$ cat src/rtl/bp_update_if.sv
// bp_update bus bundle: branch-outcome handshake plus the
// bp_cache read/write port signals driven or consumed by bp_update.
interface bp_update_if #(
    parameter int AWIDTH = 32,
    parameter int CWIDTH = 2
);
    logic              upd_valid;
    logic              upd_ready;
    logic [AWIDTH-1:0] upd_pc;
    logic              upd_taken;
    logic [AWIDTH-1:0] cache_ra;
    logic [CWIDTH-1:0] cache_dout;
    logic              cache_hit;
    logic [AWIDTH-1:0] cache_wa;
    logic [CWIDTH-1:0] cache_din;
    logic              cache_we;

    modport slave (
        input  upd_valid, upd_pc, upd_taken,
        input  cache_dout, cache_hit,
        output upd_ready,
        output cache_ra, cache_wa, cache_din, cache_we
    );

    modport master (
        output upd_valid, upd_pc, upd_taken,
        output cache_dout, cache_hit,
        input  upd_ready,
        input  cache_ra, cache_wa, cache_din, cache_we
    );
endinterface

$ cat src/rtl/bp_update.sv
// bp_update: queues resolved-branch outcomes and performs
// read-modify-write of 2-bit direction counters in bp_cache.
module bp_update #(
    parameter int AWIDTH = 32,
    parameter int CWIDTH = 2,
    parameter int DEPTH  = 4
) (
    input  logic       clk,
    input  logic       reset,
    input  logic       hold,
    bp_update_if.slave bus,
    output logic       busy
);
    localparam int PW = $clog2(DEPTH);
    localparam logic [CWIDTH-1:0] CMAX = '1;
    localparam logic [CWIDTH-1:0] WT   = {1'b1, {(CWIDTH-1){1'b0}}};
    localparam logic [CWIDTH-1:0] WNT  = {1'b0, {(CWIDTH-1){1'b1}}};

    logic [AWIDTH-1:0] fifo_pc_q [DEPTH];
    logic              fifo_tk_q [DEPTH];
    logic [PW:0]       wptr_q, rptr_q;
    logic              empty, full, push, pop;

    logic              s1_v_q, s1_tk_q;
    logic [AWIDTH-1:0] s1_pc_q;
    logic              s1_v_d, s1_tk_d;
    logic [AWIDTH-1:0] s1_pc_d;

    logic              s2_v_q;
    logic [AWIDTH-1:0] wa_q;
    logic [CWIDTH-1:0] din_q;
    logic              s2_v_d;
    logic [AWIDTH-1:0] wa_d;
    logic [CWIDTH-1:0] din_d;

    logic              fwd, cur_hit;
    logic [CWIDTH-1:0] cur, nxt;

    assign empty = (wptr_q == rptr_q);
    assign full  = (wptr_q[PW] != rptr_q[PW]) &&
                   (wptr_q[PW-1:0] == rptr_q[PW-1:0]);
    assign push  = bus.upd_valid && bus.upd_ready;
    assign pop   = !hold && !empty;

    assign bus.upd_ready = !full && !reset;

    // S2 still holds an uncommitted write; forward it on a PC match
    assign fwd     = s2_v_q && (wa_q == s1_pc_q);
    assign cur     = fwd ? din_q : bus.cache_dout;
    assign cur_hit = fwd || bus.cache_hit;

    // Saturating counter update; misses seed a weak state
    always_comb begin
        nxt = '0;
        if (!cur_hit) begin
            nxt = s1_tk_q ? WT : WNT;
        end else if (s1_tk_q) begin
            nxt = (cur == CMAX) ? cur : cur + CWIDTH'(1);
        end else begin
            nxt = (cur == '0) ? cur : cur - CWIDTH'(1);
        end
    end

    // Pipeline advance: pop into S1, S1 result into S2, frozen on hold
    always_comb begin
        s1_v_d  = s1_v_q;
        s1_pc_d = s1_pc_q;
        s1_tk_d = s1_tk_q;
        s2_v_d  = s2_v_q;
        wa_d    = wa_q;
        din_d   = din_q;
        if (!hold) begin
            s1_v_d = !empty;
            if (!empty) begin
                s1_pc_d = fifo_pc_q[rptr_q[PW-1:0]];
                s1_tk_d = fifo_tk_q[rptr_q[PW-1:0]];
            end
            s2_v_d = s1_v_q;
            if (s1_v_q) begin
                wa_d  = s1_pc_q;
                din_d = nxt;
            end
        end
    end

    // Outcome FIFO: storage written on accept, pointers cleared by reset
    always_ff @(posedge clk) begin
        if (reset) begin
            wptr_q <= '0;
            rptr_q <= '0;
        end else begin
            if (push) wptr_q <= wptr_q + (PW+1)'(1);
            if (pop)  rptr_q <= rptr_q + (PW+1)'(1);
        end
        if (push) begin
            fifo_pc_q[wptr_q[PW-1:0]] <= bus.upd_pc;
            fifo_tk_q[wptr_q[PW-1:0]] <= bus.upd_taken;
        end
    end

    // S1/S2 stage registers; reset drops every in-flight update
    always_ff @(posedge clk) begin
        if (reset) begin
            s1_v_q  <= 1'b0;
            s1_pc_q <= '0;
            s1_tk_q <= 1'b0;
            s2_v_q  <= 1'b0;
            wa_q    <= '0;
            din_q   <= '0;
        end else begin
            s1_v_q  <= s1_v_d;
            s1_pc_q <= s1_pc_d;
            s1_tk_q <= s1_tk_d;
            s2_v_q  <= s2_v_d;
            wa_q    <= wa_d;
            din_q   <= din_d;
        end
    end

    assign bus.cache_ra  = s1_pc_q;
    assign bus.cache_wa  = wa_q;
    assign bus.cache_din = din_q;
    assign bus.cache_we  = s2_v_q && !hold;

    assign busy = !empty || s1_v_q || s2_v_q;
endmodule
$ cat src/flat_wrapper.sv
// flat-port wrapper written by rule: the top's interface ports become plain ports
module bp_update_flat 
#(
    parameter int AWIDTH = 32,
    parameter int CWIDTH = 2,
    parameter int DEPTH  = 4
)
  (clk, reset, hold, busy, bus_upd_valid, bus_upd_pc, bus_upd_taken, bus_cache_dout, bus_cache_hit, bus_upd_ready, bus_cache_ra, bus_cache_wa, bus_cache_din, bus_cache_we);
  bp_update_if #(.AWIDTH(AWIDTH), .CWIDTH(CWIDTH)) bus_i ();
  input  logic clk;
  input  logic reset;
  input  logic hold;
  output logic busy;
  input wire logic [$bits(bus_i.upd_valid)-1:0] bus_upd_valid;
  input wire logic [$bits(bus_i.upd_pc)-1:0] bus_upd_pc;
  input wire logic [$bits(bus_i.upd_taken)-1:0] bus_upd_taken;
  input wire logic [$bits(bus_i.cache_dout)-1:0] bus_cache_dout;
  input wire logic [$bits(bus_i.cache_hit)-1:0] bus_cache_hit;
  output wire logic [$bits(bus_i.upd_ready)-1:0] bus_upd_ready;
  output wire logic [$bits(bus_i.cache_ra)-1:0] bus_cache_ra;
  output wire logic [$bits(bus_i.cache_wa)-1:0] bus_cache_wa;
  output wire logic [$bits(bus_i.cache_din)-1:0] bus_cache_din;
  output wire logic [$bits(bus_i.cache_we)-1:0] bus_cache_we;
  assign bus_i.upd_valid = bus_upd_valid;
  assign bus_i.upd_pc = bus_upd_pc;
  assign bus_i.upd_taken = bus_upd_taken;
  assign bus_i.cache_dout = bus_cache_dout;
  assign bus_i.cache_hit = bus_cache_hit;
  assign bus_upd_ready = bus_i.upd_ready;
  assign bus_cache_ra = bus_i.cache_ra;
  assign bus_cache_wa = bus_i.cache_wa;
  assign bus_cache_din = bus_i.cache_din;
  assign bus_cache_we = bus_i.cache_we;
  bp_update #(.AWIDTH(AWIDTH), .CWIDTH(CWIDTH), .DEPTH(DEPTH)) u_core (.clk(clk), .reset(reset), .hold(hold), .bus(bus_i), .busy(busy));
endmodule
$ cat config.mk
export PLATFORM = sky130hd
export DESIGN_NAME = bp_update_flat
export DESIGN_NICKNAME = d
export VERILOG_FILES = /design/src/rtl/bp_update_if.sv /design/src/rtl/bp_update.sv /design/src/flat_wrapper.sv
export SDC_FILE = /design/constraint.sdc
export NUM_CORES = 1
export LEC_CHECK = 0
export BUFFER_PORTS_ARGS = -buffer_cell sky130_fd_sc_hd__buf_2
export CAP_MARGIN = 0
export CORE_ASPECT_RATIO = 0.6
export CORE_UTILIZATION = 57
export DETAILED_ROUTE_END_ITERATION = 8
export PLACE_DENSITY = 0.79
export SYNTH_ARGS = -nofsm -noshare
export SYNTH_HDL_FRONTEND = slang
export SYNTH_SLANG_ARGS = --single-unit
$ cat constraint.sdc
create_clock -name clk -period 3.15 [get_ports clk]
set_input_delay 0.63 -clock clk [delete_from_list [all_inputs] [get_ports clk]]
set_output_delay 0.63 -clock clk [all_outputs]
set_load 0.005 [all_outputs]
* Word-level counts from Yosys, hierarchy flattened *
Memory sizes are Yosys's and may differ from the RTL's. A register that Yosys moved wholly into a read port is not among the register bits.
Index checks and enable logic that the tools add are counted.

operators by class
  equality and inequality tests = 5
  bitwise gates (word level) = 2
  reduce and logical (&&, ||, !) cells = 16
  multiplexer cells = 8
  $add $sub $neg = 4

operator list
  cell                                                                number
  32-bit == test                                                      1
  2-bit 2-to-1 mux                                                    6
  3-bit by 1-bit adder with 3-bit output, second input constant       2
  1-bit logical AND                                                   6
  1-bit logical NOT                                                   4
  2-bit AND reduction                                                 2
  3-bit == test                                                       1
  1-bit logical OR                                                    3
  2-bit by 1-bit adder with 2-bit output, second input constant       1
  2-bit == test                                                       1
  2-bit == test, second input constant                                1
  2-bit logical NOT                                                   1
  1-bit 2-to-1 mux                                                    2
  1-bit NOT                                                           2
  2-bit by 1-bit subtractor with 2-bit output, second input constant  1
  1-bit != test                                                       1

word-level totals
  input bits = 40
  memories = 2
  register bits after elaboration = 42
  output and inout bits = 69
  memory bits (writable) = 132

memory list
  memory            words  width  rd ports  clocked after Yosys merged registers in  wr ports  RTL line         text
  u_core.fifo_pc_q  4      32     1         1                                        1         bp_update.sv:19  logic [AWIDTH-1:0] fifo_pc_q [DEPTH];
  u_core.fifo_tk_q  4      1      1         1                                        1         bp_update.sv:20  logic fifo_tk_q [DEPTH];

* Depth between registers and ports, before layout *
Gate-level depths: netlist (run 1).

  depth after elaboration = 7
  mapped depth = 8

* Worst setup path before layout (run 1) *
No wires, ideal clock.

  kind = flip-flop to flip-flop
  start point = reg u_core.rptr_q[0]
  end point = mem u_core.fifo_pc_q[3][0], enable pin
  cell stages (with the launch flop) = 5
  slack = 0.868 ns
  required time = 2.755 ns
  arrival = 1.887 ns
  path buffers = 1
  cells stage by stage = dfxtp_1 buf_2 xnor2_1 a31oi_1 and3_1

between the ends
  word-level cells in the longest chain between the ends = 7

ends and longest elaborated chain
  element                                 RTL line            text
  start, declared                         bp_update.sv:21     logic [PW:0] wptr_q, rptr_q;
  start signal, assigned                  bp_update.sv:93     if (pop) rptr_q <= rptr_q + (PW+1)'(1);
  2-bit == test                           bp_update.sv:41     (wptr_q[PW-1:0] == rptr_q[PW-1:0]);
  1-bit logical AND                       bp_update.sv:40     assign full = (wptr_q[PW] != rptr_q[PW]) &&
  1-bit logical NOT                       bp_update.sv:45     assign bus.upd_ready = !full && !reset;
  1-bit logical AND                       bp_update.sv:45
  via bus_upd_ready                       flat_wrapper.sv:19  output wire logic [$bits(bus_i.upd_ready)-1:0] bus_upd_ready;
  1-bit logical AND                       bp_update.sv:42     assign push = bus.upd_valid && bus.upd_ready;
  1-bit 2-to-1 mux                        bp_update.sv:95     if (push) begin
  1-bit 2-to-1 mux (implied by the code)  bp_update.sv:96     fifo_pc_q[wptr_q[PW-1:0]] <= bus.upd_pc;
  end, declared                           bp_update.sv:19

The timed path passes the listed nets, and every way through them passes these cells.

* Worst setup path in the final report (run 1) *
  start point = reg u_core.wptr_q[0]
  end point = out busy

between the ends
  word-level cells in the longest chain between the ends = 4

ends and longest elaborated chain
  element                        RTL line            text
  start, declared                bp_update.sv:21
  start signal, assigned         bp_update.sv:92     if (push) wptr_q <= wptr_q + (PW+1)'(1);
  3-bit == test                  bp_update.sv:39     assign empty = (wptr_q == rptr_q);
  1-bit logical NOT              bp_update.sv:125    assign busy = !empty || s1_v_q || s2_v_q;
  1-bit logical OR (2 in a row)  bp_update.sv:125
  end, declared                  flat_wrapper.sv:13  output logic busy;

No other way between the ends.

==> reports/metrics.yaml, run 1 <==
global_routing:
  grt-ovfl-total: 0
  grt_max_degree: 76
  grt_pass1_wl_mm: 28.0
  grt_use_total_pct: 26.3
  grt_pass1_vias: 4969
  antenna_found_initial: 1
floorplan:
  die_h_um: 93.4
  die_area_um2: 14400
  start_util_pct: 60.1
  io_pins: 109
  rows: 32
  coreArea_um2: 13200
  chipWidth_um: 154
yosys:
  yosysSeqAreaShare_pct: 68.8
  syn_inst: 580
  synth_commonest_cells: "nand2_1 (139), edfxtp_1 (132), dfxtp_1 (75), a21oi_1 (72), mux4_2 (33)"
  synthXorXnorAreaFrac_pct: 3.86
  syn_area_um2: 7940
  post-synth-top-area-cell: "edfxtp_1"
  synth_edf_count: 132
  synth_simple_gate_area_share_pct: 9.00
  synth_top_family_by_area: "multiplexers"
  synth.most_common_cell: "nand2_1"
  synth.avg_cell_area_um2: 13.7
  synth_fa_ha_area_share_pct: 0.788
  synth_flop_cell: "edfxtp_1"
  postSynth.asyncResetShare_pct: 0
  synth-compound-area-share_pct: 5.77
  yosys_warnings: 0
  yosys_register_bits: 207
  yosys-top-cells-area: "edfxtp_1 (50%), dfxtp_1 (19%), mux4_2 (9.4%)"
  synth.top_cell.area_share_pct: 49.9
  synth_fp_nets: 625
  synth_cell_type_count: 37
  synthMuxAreaShare_pct: 9.61
power_and_ir_drop:
  seq_power_share_pct: 50.2
  intPower_w: 0.00466
  p_leak_nw: 3.34
  switchingPower_w: 0.00157
  power_frac_comb_pct: 13.9
  clock_power_share_pct: 35.9
  p_sw_share_pct: 25.2
  finalPower_w: 0.00623
  peakVddDrop_uv: 418
  power_density_nw_per_um2: 672
status:
  outcome: "finished clean"
setup_path:
  cp-end-kind: "primary output"
  start_kind: "flip-flop"
  rr_startpoint: "u_core.wptr_q[0]$_SDFFE_PP0P_"
  crit_start: "u_core.wptr_q[0]$_SDFFE_PP0P_"
  critPathKind: "flip-flop to primary output"
  cp.arrival_ns: 1.75
  worst-path-max-fanout: 5
  worstPathRequired_ns: 2.52
detailed_routing:
  dr.pass1.iters: 5
  wl_per_cell_um: 21.0
  wirelength_mm: 18.3
  detail-route-antenna-nets: 0
  drtIter0Drc: 476
  route.detailed.drc: 0
  vias: 5025
  post_drt_via_cell_ratio: 5.77
clock_network:
  clock_path_buffers: 3
  cts_htree_levels: 1
  cts_hold_buf: 0
  numCtsBuffers: 18
  path_clk_slew_ns: 0.07
  clk_latency_ns: 0.50
  ctsResizeCount: 0
  cts.sinks: 207
  root_buffer: "clkbuf_16"
  cts_tree: "yes"
  cts_setup_buffers: 0
sta:
  finClkSkew_ns: 0.0198
  layout_min_cycle_time_ns: 2.38
  tightest_slew_ns: 0.842
  fmax_ghz: 0.420
  grt_setup_unrepaired: "no"
  slew_violations: 0
  final_hold_viol_count: 0
  timing.final.crit_share_pct: 75.5
  setup_tns_ns: 0
  relSlewSlack_pct: 43.9
  setup_viol: 0
layout:
  drive_gt1_share_pct: 26.7
  finalNetCount: 733
  multi_input_area_um2: 2310
  regArea_um2: 5470
  fill_cells: 908
  areaGrowthSynthToFinish_pct: 16.7
hold_path:
  hold_path.class: "input pin to flip-flop"
  hp-start: "bus_upd_pc[21]"
placed_design:
  hpwl_mm: 11.7
  portBuffers: 108
  place.gp.congestion: 0.813
flow_run:
  cap_viol_max_count: 0
layout make-up:
type / instances / share of cell area, %
clock buffer: 24 / 5.32
tap: 170 / 2.29
sequential: 207 / 59.0
timing repair buffer: 121 / 7.02
antenna: 1 / 0.0270
inverter: 9 / 0.364
clock inverter: 8 / 1.07
multi-input combinational: 331 / 24.9
worst paths after layout:
path	endpoint	slack [ns]	depth (start not counted)
worst max-delay path	busy	0.77	4
worst min-delay path	u_core.fifo_pc_q[0][21]$_DFFE_PP_	0.34	1
worst max register to register	u_core.fifo_pc_q[3][13]$_DFFE_PP_	1.00	4
worst min register to register	u_core.bus.cache_wa[4]$_SDFFE_PP0P_	0.48	2
layout by cell type, fill, tap and decap left out, drive strengths merged, types with 6 or more instances in the layout:
master / count
nand2: 139
clkbuf: 24
a21oi: 72
dfxtp: 75
mux4: 33
xor2: 10
edfxtp: 132
nor2: 8
inv: 9
buf: 121
clkinv: 6
xnor2: 25
critical path, cell delays in order (launching register included):
cell      delay [ns]
dfxtp_1         0.46
xnor2_1         0.18
nand3b_1        0.18
or3_1           0.32
buf_2           0.13
per-stage QoR:
| stage | hold WS, ns | instances | cell area (um^2) | utilization (%) | worst slack (ns) |
|---|---|---|---|---|---|
| final | 0.344 | 871 | 9270 | 70.2 | 0.771 |
| after global routing | 0.333 | 870 | 9270 | 70.1 | 0.698 |
| after CTS | 0.331 | 870 | 9270 | 70.1 | 0.779 |
| after detailed placement | 0.463 | 838 | 8670 | 65.7 | 0.907 |
| after global placement | 0.460 | 838 | 8670 | 65.7 | 0.988 |
| after floorplan | 0.454 | 580 | 7940 | - | 0.868 |
per-layer routing:
metal | up-vias | GRT usage (%) | share of wire, %
li1 | 2300 | - | -
met1 | 2466 | 38.0 | 44
met2 | 226 | 41.6 | 46
met3 | 33 | 4.45 | 7.6
met4 | 0 | 7.84 | 2.1
met5 | - | 0 | 0
power groups by stage:
| stage | clock network (W) | registers, W | logic, W |
|---|---|---|---|
| after global placement | 0 | 0.00317 | 0.000845 |
| final | 0.00223 | 0.00313 | 0.000864 |
| after global routing | 0.00236 | 0.00314 | 0.000942 |
| after detailed placement | 0 | 0.00318 | 0.000862 |
| after CTS | 0.00226 | 0.00313 | 0.000872 |
| after floorplan | 0 | 0.00315 | 0.000572 |
registers in the layout, summed over array words and instances, names as in the netlist:
| name | flops |
|---|---|
| u_core.rptr_q | 3 |
| u_core.bus.cache_din | 2 |
| u_core.s2_v_q | 1 |
| u_core.s1_v_q | 1 |
| u_core.bus.cache_wa | 32 |
| u_core.bus.cache_ra | 32 |
| u_core.fifo_pc_q | 128 |
| u_core.s1_tk_q | 1 |
| u_core.wptr_q | 3 |
| u_core.fifo_tk_q | 4 |
cells by family (layout without fill, tap and decap cells):
kind of cell,Yosys count,in the layout
and+or+nand+nor,171,171
xor gates and xnor gates,35,35
muxes,35,35
AOI/OAI and AO/OA,85,85
DFF,207,207
adders and majority gates,5,5
buffers and inverters,42,162
other,0,1
(Power assumes the default switching activity.)
==> run 2: changes to the inputs <==
==> constraint.sdc (replaced) <==
create_clock -name clk -period 2.4 [get_ports clk]
set_input_delay 0.48 -clock clk [delete_from_list [all_inputs] [get_ports clk]]
set_output_delay 0.48 -clock clk [all_outputs]
set_load 0.005 [all_outputs]
==> run 2 against run 1 <==
  * Clock power up 41%
  * Sequential power grew 31%
  * Sequential cell count unchanged
  * Worst hold slack worse by 0.14 ns
  * Sequential share of layout area is 1.2 points lower
  * Setup slack worse by 0.61 ns
  * Largest cell class unchanged
  * Core utilization rose by 1.4 points
  * Critical path depth is the same
==> reports/metrics.yaml, run 2 (synthesized netlist as in run 1, its figures left out) <==
setup_path:
  r2r_setup_slack_ns: 0.46  # -0.54 ns
  critPathKind: "flip-flop to primary output"
  r2r_end: "u_core.bus.cache_din[1]$_SDFFE_PP0P_"
  cp_slowest_cell: "dfxtp_1"
  rr_startpoint: "u_core.bus.cache_ra[4]$_SDFFE_PP0P_"
  cpPeakStageDelay_ns: 0.37  # -0.09 ns
  worst-path-max-fanout: 5  # unchanged
  worstPathRequired_ns: 1.92  # -0.60 ns
  start_kind: "flip-flop"
  crit_chain: "xnor2_1, nand3b_1, or3_1, buf_2"
  reg2reg_depth: 6  # +2
  cp.arrival_ns: 1.76  # about the same
  cp-end-kind: "primary output"
clock_network:
  cts_tree: "yes"
  numCtsBuffers: 19  # +1
  cts_hold_buf: 0  # unchanged
  cts.sinks: 207  # unchanged
  root_buffer: "clkbuf_16"
  ctsResizeCount: 0  # unchanged
  clock_path_buffers: 3  # unchanged
  path_clk_slew_ns: 0.07  # about the same
  cts_htree_levels: 1  # unchanged
  clk_latency_ns: 0.50  # about the same
  cts_setup_buffers: 0  # unchanged
placed_design:
  portBuffers: 108  # unchanged
  hpwl_mm: 12.3  # +5.3%
  place_inst: 847  # +1.1%
  place.gp.congestion: 0.811  # -0.17%
  place_area_um2: 8790  # +1.4%
floorplan:
  rows: 32  # unchanged
  die_h_um: 93.4  # unchanged
  start_util_pct: 60.1  # unchanged
  coreArea_um2: 13200  # unchanged
  chipWidth_um: 154  # unchanged
  io_pins: 109  # unchanged
  die_area_um2: 14400  # unchanged
detailed_routing:
  dr.pass1.iters: 5  # unchanged
  wirelength_mm: 18.7  # +2.6%
  drtIter0Drc: 379  # -20%
  post_drt_via_cell_ratio: 5.82  # +0.92%
  wl_per_cell_um: 21.2  # +1.2%
  vias: 5141  # +2.3%
  route.detailed.drc: 0  # unchanged
  detail-route-antenna-nets: 0  # unchanged
layout:
  post-route-cell-area_um2: 9450  # +2.0%
  final_common_cell: "nand2_1"
  final_util_pct: 71.6  # +1.4 points
  areaGrowthSynthToFinish_pct: 19.0
  drive_gt1_share_pct: 28.6  # +1.8 points
  final_cell_mix: "nand2_1 (139), edfxtp_1 (132), buf_2 (108)"
  stdcell_count: 883  # +1.4%
  finalNetCount: 743  # +1.4%
  largest_register_ffs: 128  # unchanged
sta:
  fmax_ghz: 0.447
  timing.final.crit_share_pct: 93.2
  relSlewSlack_pct: 45.7  # +1.8 points
  grt_setup_unrepaired: "no"
  setup_viol: 0  # unchanged
  final_hold_viol_count: 0  # unchanged
  slew_violations: 0  # unchanged
  layout_min_cycle_time_ns: 2.24
  setup_tns_ns: 0  # unchanged
  tightest_slew_ns: 0.814  # -0.0273 ns
  finClkSkew_ns: 0.0155  # -0.00432 ns
  whs_ns: 0.201  # -0.143 ns
hold_path:
  hold_end: "u_core.fifo_pc_q[0][25]$_DFFE_PP_"
  hp-start: "bus_upd_pc[25]"
  hold_path.class: "input pin to flip-flop"
  min_path_cells: 1  # unchanged
global_routing:
  grt_pass1_vias: 5132  # +3.3%
  antenna_found_initial: 2  # +1
  grt_use_total_pct: 27.1  # +0.86 points
  grt_max_degree: 76  # unchanged
  grt_pass1_wl_mm: 28.7  # +2.4%
  grt-ovfl-total: 0  # unchanged
flow_run:
  cap_viol_max_count: 0  # unchanged
power_and_ir_drop:
  peakVddDrop_uv: 634  # +51%
  p_leak_nw: 3.44  # +2.9%
  power_density_nw_per_um2: 891  # +33%
status:
  outcome: "finished clean"
-- run 2: cell types whose count changed in the layout (fill, tap and decap cells not counted), sizes merged --
cell	change
buf	+9
clkinv	-2
inv	+2
clkbuf	+1
clkinvlp	+1
diode	+1
-- run 2: report_power, final --
group,internal [W],switching (W)
registers,0.00395,0.000146
clock network,0.00184,0.00130
logic,0.000530,0.000662
-- run 2: worst max-delay path, delay by kind of cell, from the launching register on --
kind	cells	cell delay (ns)
simple gates	2	0.47
buf+inv	1	0.13
xor+xnor	1	0.29
flops	1	0.37
-- run 2: worst max path at each step --
stage | startpoint | endpoint | cells after the start | slack, ns
final | u_core.wptr_q[0]$_SDFFE_PP0P_ | busy | 4 | 0.16
after detailed placement | u_core.bus.cache_ra[4]$_SDFFE_PP0P_ | u_core.bus.cache_din[1]$_SDFFE_PP0P_ | 6 | 0.53
after global placement | u_core.bus.cache_ra[4]$_SDFFE_PP0P_ | u_core.bus.cache_din[1]$_SDFFE_PP0P_ | 6 | 0.56
after global routing | u_core.wptr_q[0]$_SDFFE_PP0P_ | busy | 4 | 0.08
after CTS | u_core.wptr_q[0]$_SDFFE_PP0P_ | busy | 4 | 0.18
after floorplan | u_core.rptr_q[0]$_SDFFE_PP0P_ | u_core.fifo_pc_q[3][0]$_DFFE_PP_ | 4 | 0.12
-- run 2: per-layer routing --
| metal | vias up | global-route usage [%] | share of wire (%) |
|---|---|---|---|
| li1 | 2329 | - | - |
| met1 | 2549 | 38.1 | 43 |
| met2 | 212 | 43.0 | 46 |
| met3 | 51 | 5.33 | 7.2 |
| met4 | 0 | 9.41 | 3.0 |
| met5 | - | 0 | 0 |
-- run 2: cell type report --
class | count | area [um^2]
fillers | 903 | 3760
clock buffers | 25 | 548
flip-flops and latches | 207 | 5470
repair buffers | 130 | 768
multi-input cells | 331 | 2310
well taps | 170 | 213
inverters | 9 | 33.8
diodes | 2 | 5.00
clock inverters | 9 | 109
-- run 2: stage by stage --
step	power [W]	worst slack (ns)
2_1_floorplan	0.00489	0.118
3_3_place_gp	0.00531	0.555
3_5_place_dp	0.00536	0.533
4_1_cts	0.00846	0.180
5_1_grt	0.00871	0.0751
6_report	0.00843	0.163
==> run 3: changes to the inputs <==
--- a/config.mk
+++ b/config.mk
@@ -7,10 +7,12 @@
 export LEC_CHECK = 0
 export BUFFER_PORTS_ARGS = -buffer_cell sky130_fd_sc_hd__buf_2
 export CAP_MARGIN = 0
+export CELL_PAD_IN_SITES_DETAIL_PLACEMENT = 0
+export CELL_PAD_IN_SITES_GLOBAL_PLACEMENT = 2
 export CORE_ASPECT_RATIO = 0.6
-export CORE_UTILIZATION = 57
+export CORE_UTILIZATION = 39
 export DETAILED_ROUTE_END_ITERATION = 8
-export PLACE_DENSITY = 0.79
+export PLACE_DENSITY_LB_ADDON = 0.1
 export SYNTH_ARGS = -nofsm -noshare
 export SYNTH_HDL_FRONTEND = slang
 export SYNTH_SLANG_ARGS = --single-unit
==> run 3 against run 2 <==
  * Core utilization shrank 24 points
  * Cell count grew 11%
  * Worst hold slack lost 0.0040 ns
  * Critical path depth is the same
  * Clock skew shrank 0.0023 ns
  * Die area grew 45%
  * Final area grew 1.2%
  * Largest cell class unchanged
  * Clock power is essentially flat
  * Via count shrank 4.3%
  * Critical path type unchanged
==> reports/metrics.yaml, run 3 (synthesized netlist as in run 1, its figures left out) <==
status:
  outcome: "finished clean"
floorplan:
  io_pins: 109  # unchanged
  die_h_um: 113  # +20%
  rows: 40  # +25%
  chipWidth_um: 186  # +21%
  coreArea_um2: 20000  # +51%
  die_area_um2: 21000  # +45%
  start_util_pct: 39.8  # -20 points
sta:
  timing.final.crit_share_pct: 91.1  # -2.1 points
  tightest_slew_ns: 0.861  # +0.0463 ns
  setup_viol: 0  # unchanged
  final_hold_viol_count: 0  # unchanged
  grt_setup_unrepaired: "no"
  slew_violations: 0  # unchanged
  layout_min_cycle_time_ns: 2.19  # -0.0503 ns
  fmax_ghz: 0.457  # +2.3%
  whs_ns: 0.197  # -0.00404 ns
  relSlewSlack_pct: 42.6  # -3.1 points
  finClkSkew_ns: 0.0132  # -0.00234 ns
  setup_tns_ns: 0  # unchanged
setup_path:
  cp.arrival_ns: 1.71  # -0.05 ns
  start_kind: "flip-flop"
  cp-end-kind: "primary output"
  worst-path-max-fanout: 5  # unchanged
  critPathKind: "flip-flop to primary output"
  worstPathRequired_ns: 1.92  # about the same
flow_run:
  cap_viol_max_count: 0  # unchanged
layout:
  areaGrowthSynthToFinish_pct: 20.5
  finalNetCount: 741  # -0.27%
  final_common_cell: "nand2_1"
  final_cell_mix: "nand2_1 (139), edfxtp_1 (132), buf_2 (108)"
  drive_gt1_share_pct: 27.7  # -0.84 points
  largest_register_ffs: 128  # unchanged
  stdcell_count: 984  # +11%
  diodes: 0  # -2
  fill_cells: 1782  # +97%
clock_network:
  path_clk_slew_ns: 0.06  # about the same
  clk_latency_ns: 0.50  # about the same
  cts.sinks: 207  # unchanged
  root_buffer: "clkbuf_16"
  cts_htree_levels: 1  # unchanged
  cts_tree: "yes"
  ctsResizeCount: 0  # unchanged
  numCtsBuffers: 21  # +2
  cts_setup_buffers: 0  # unchanged
  cts_hold_buf: 0  # unchanged
  clock_path_buffers: 3  # unchanged
detailed_routing:
  detail-route-antenna-nets: 0  # unchanged
  drtIter0Drc: 312  # -18%
  dr.pass1.iters: 5  # unchanged
  wirelength_mm: 19.7  # +5.0%
  vias: 4918  # -4.3%
  post_drt_via_cell_ratio: 5.00  # -14%
  route.detailed.drc: 0  # unchanged
  wl_per_cell_um: 20.0  # -5.8%
placed_design:
  place.gp.congestion: 0.739  # -8.9%
  place_inst: 946  # +12%
  hpwl_mm: 12.9  # +4.9%
  portBuffers: 108  # unchanged
global_routing:
  grt_use_total_pct: 19.3  # -7.8 points
  grt_pass1_wl_mm: 29.7  # +3.3%
  grt_max_degree: 76  # unchanged
  antenna_found_initial: 1  # -1
  grt_pass1_vias: 4811  # -6.3%
  grt-ovfl-total: 0  # unchanged
hold_path:
  hold_path.class: "input pin to flip-flop"
power_and_ir_drop:
  peakVddDrop_uv: 433  # -32%
  power_density_nw_per_um2: 885  # -0.70%
  p_leak_nw: 3.42  # -0.68%
-- run 3: changes by cell type in the layout (fill, tap and decap cells not counted), moves of 2 or more --
cell       before  now
clkinv_1        0    5
and3_2          1    4
buf_4          17   12
clkbuf_16      19   21
and3_1          3    0
clkbuf_8        5    1
clkbuf_1        1    6
diode_2         2    0
-- run 3: final cells by class --
cell class | count | area (um^2) | share of cell area [%]
clock buffers | 28 | 562 | 5.87
clock inverters | 10 | 97.6 | 1.02
inverters | 9 | 33.8 | 0.353
multi-input cells | 331 | 2310 | 24.2
flip-flops and latches | 207 | 5470 | 57.1
well taps | 273 | 342 | 3.57
repair buffers | 126 | 751 | 7.85
-- run 3: path summary, 6_finish.rpt --
path,from,end,slack (ns),cells after the start
hold reg to reg,u_core.bus.cache_wa[22]$_SDFFE_PP0P_,u_core.bus.cache_wa[22]$_SDFFE_PP0P_,0.48,2
setup reg to reg,u_core.bus.cache_ra[4]$_SDFFE_PP0P_,u_core.bus.cache_din[1]$_SDFFE_PP0P_,0.38,6
hold / removal,bus_upd_pc[4],u_core.fifo_pc_q[0][4]$_DFFE_PP_,0.20,1
setup / recovery,u_core.wptr_q[0]$_SDFFE_PP0P_,busy,0.21,4
-- run 3: per-layer routing --
metal	vias to the layer above	GRT usage (%)	share of wire (%)
li1	2320	-	-
met1	2427	28.9	48
met2	151	28.3	43
met3	18	5.13	7.3
met4	2	3.72	1.3
met5	-	0	0.046
-- run 3: worst max-delay path, cell delays in order, from the launching register on --
cell and delay, ns:
dfxtp_1 0.42, xnor2_1 0.17, nand3b_1 0.16, or3_1 0.33, buf_2 0.13
-- run 3: report_power, final --
group	switching, W	internal (W)	total [W]
clock network	0.00131	0.00186	0.00317
logic	0.000673	0.000533	0.00121
registers	0.000140	0.00395	0.00409
total	0.00212	0.00635	0.00847
-- run 3: per-stage QoR --
step / utilization [%] / cell area [um^2] / total power (W) / worst slack (ns)
2_1_floorplan: - / 7940 / 0.00489 / 0.118
3_3_place_gp: 44.6 / 8910 / 0.00539 / 0.416
3_5_place_dp: 44.6 / 8910 / 0.00541 / 0.396
4_1_cts: 47.9 / 9570 / 0.00859 / 0.169
5_1_grt: 47.9 / 9570 / 0.00883 / 0.0836
6_report: 47.9 / 9570 / 0.00847 / 0.214
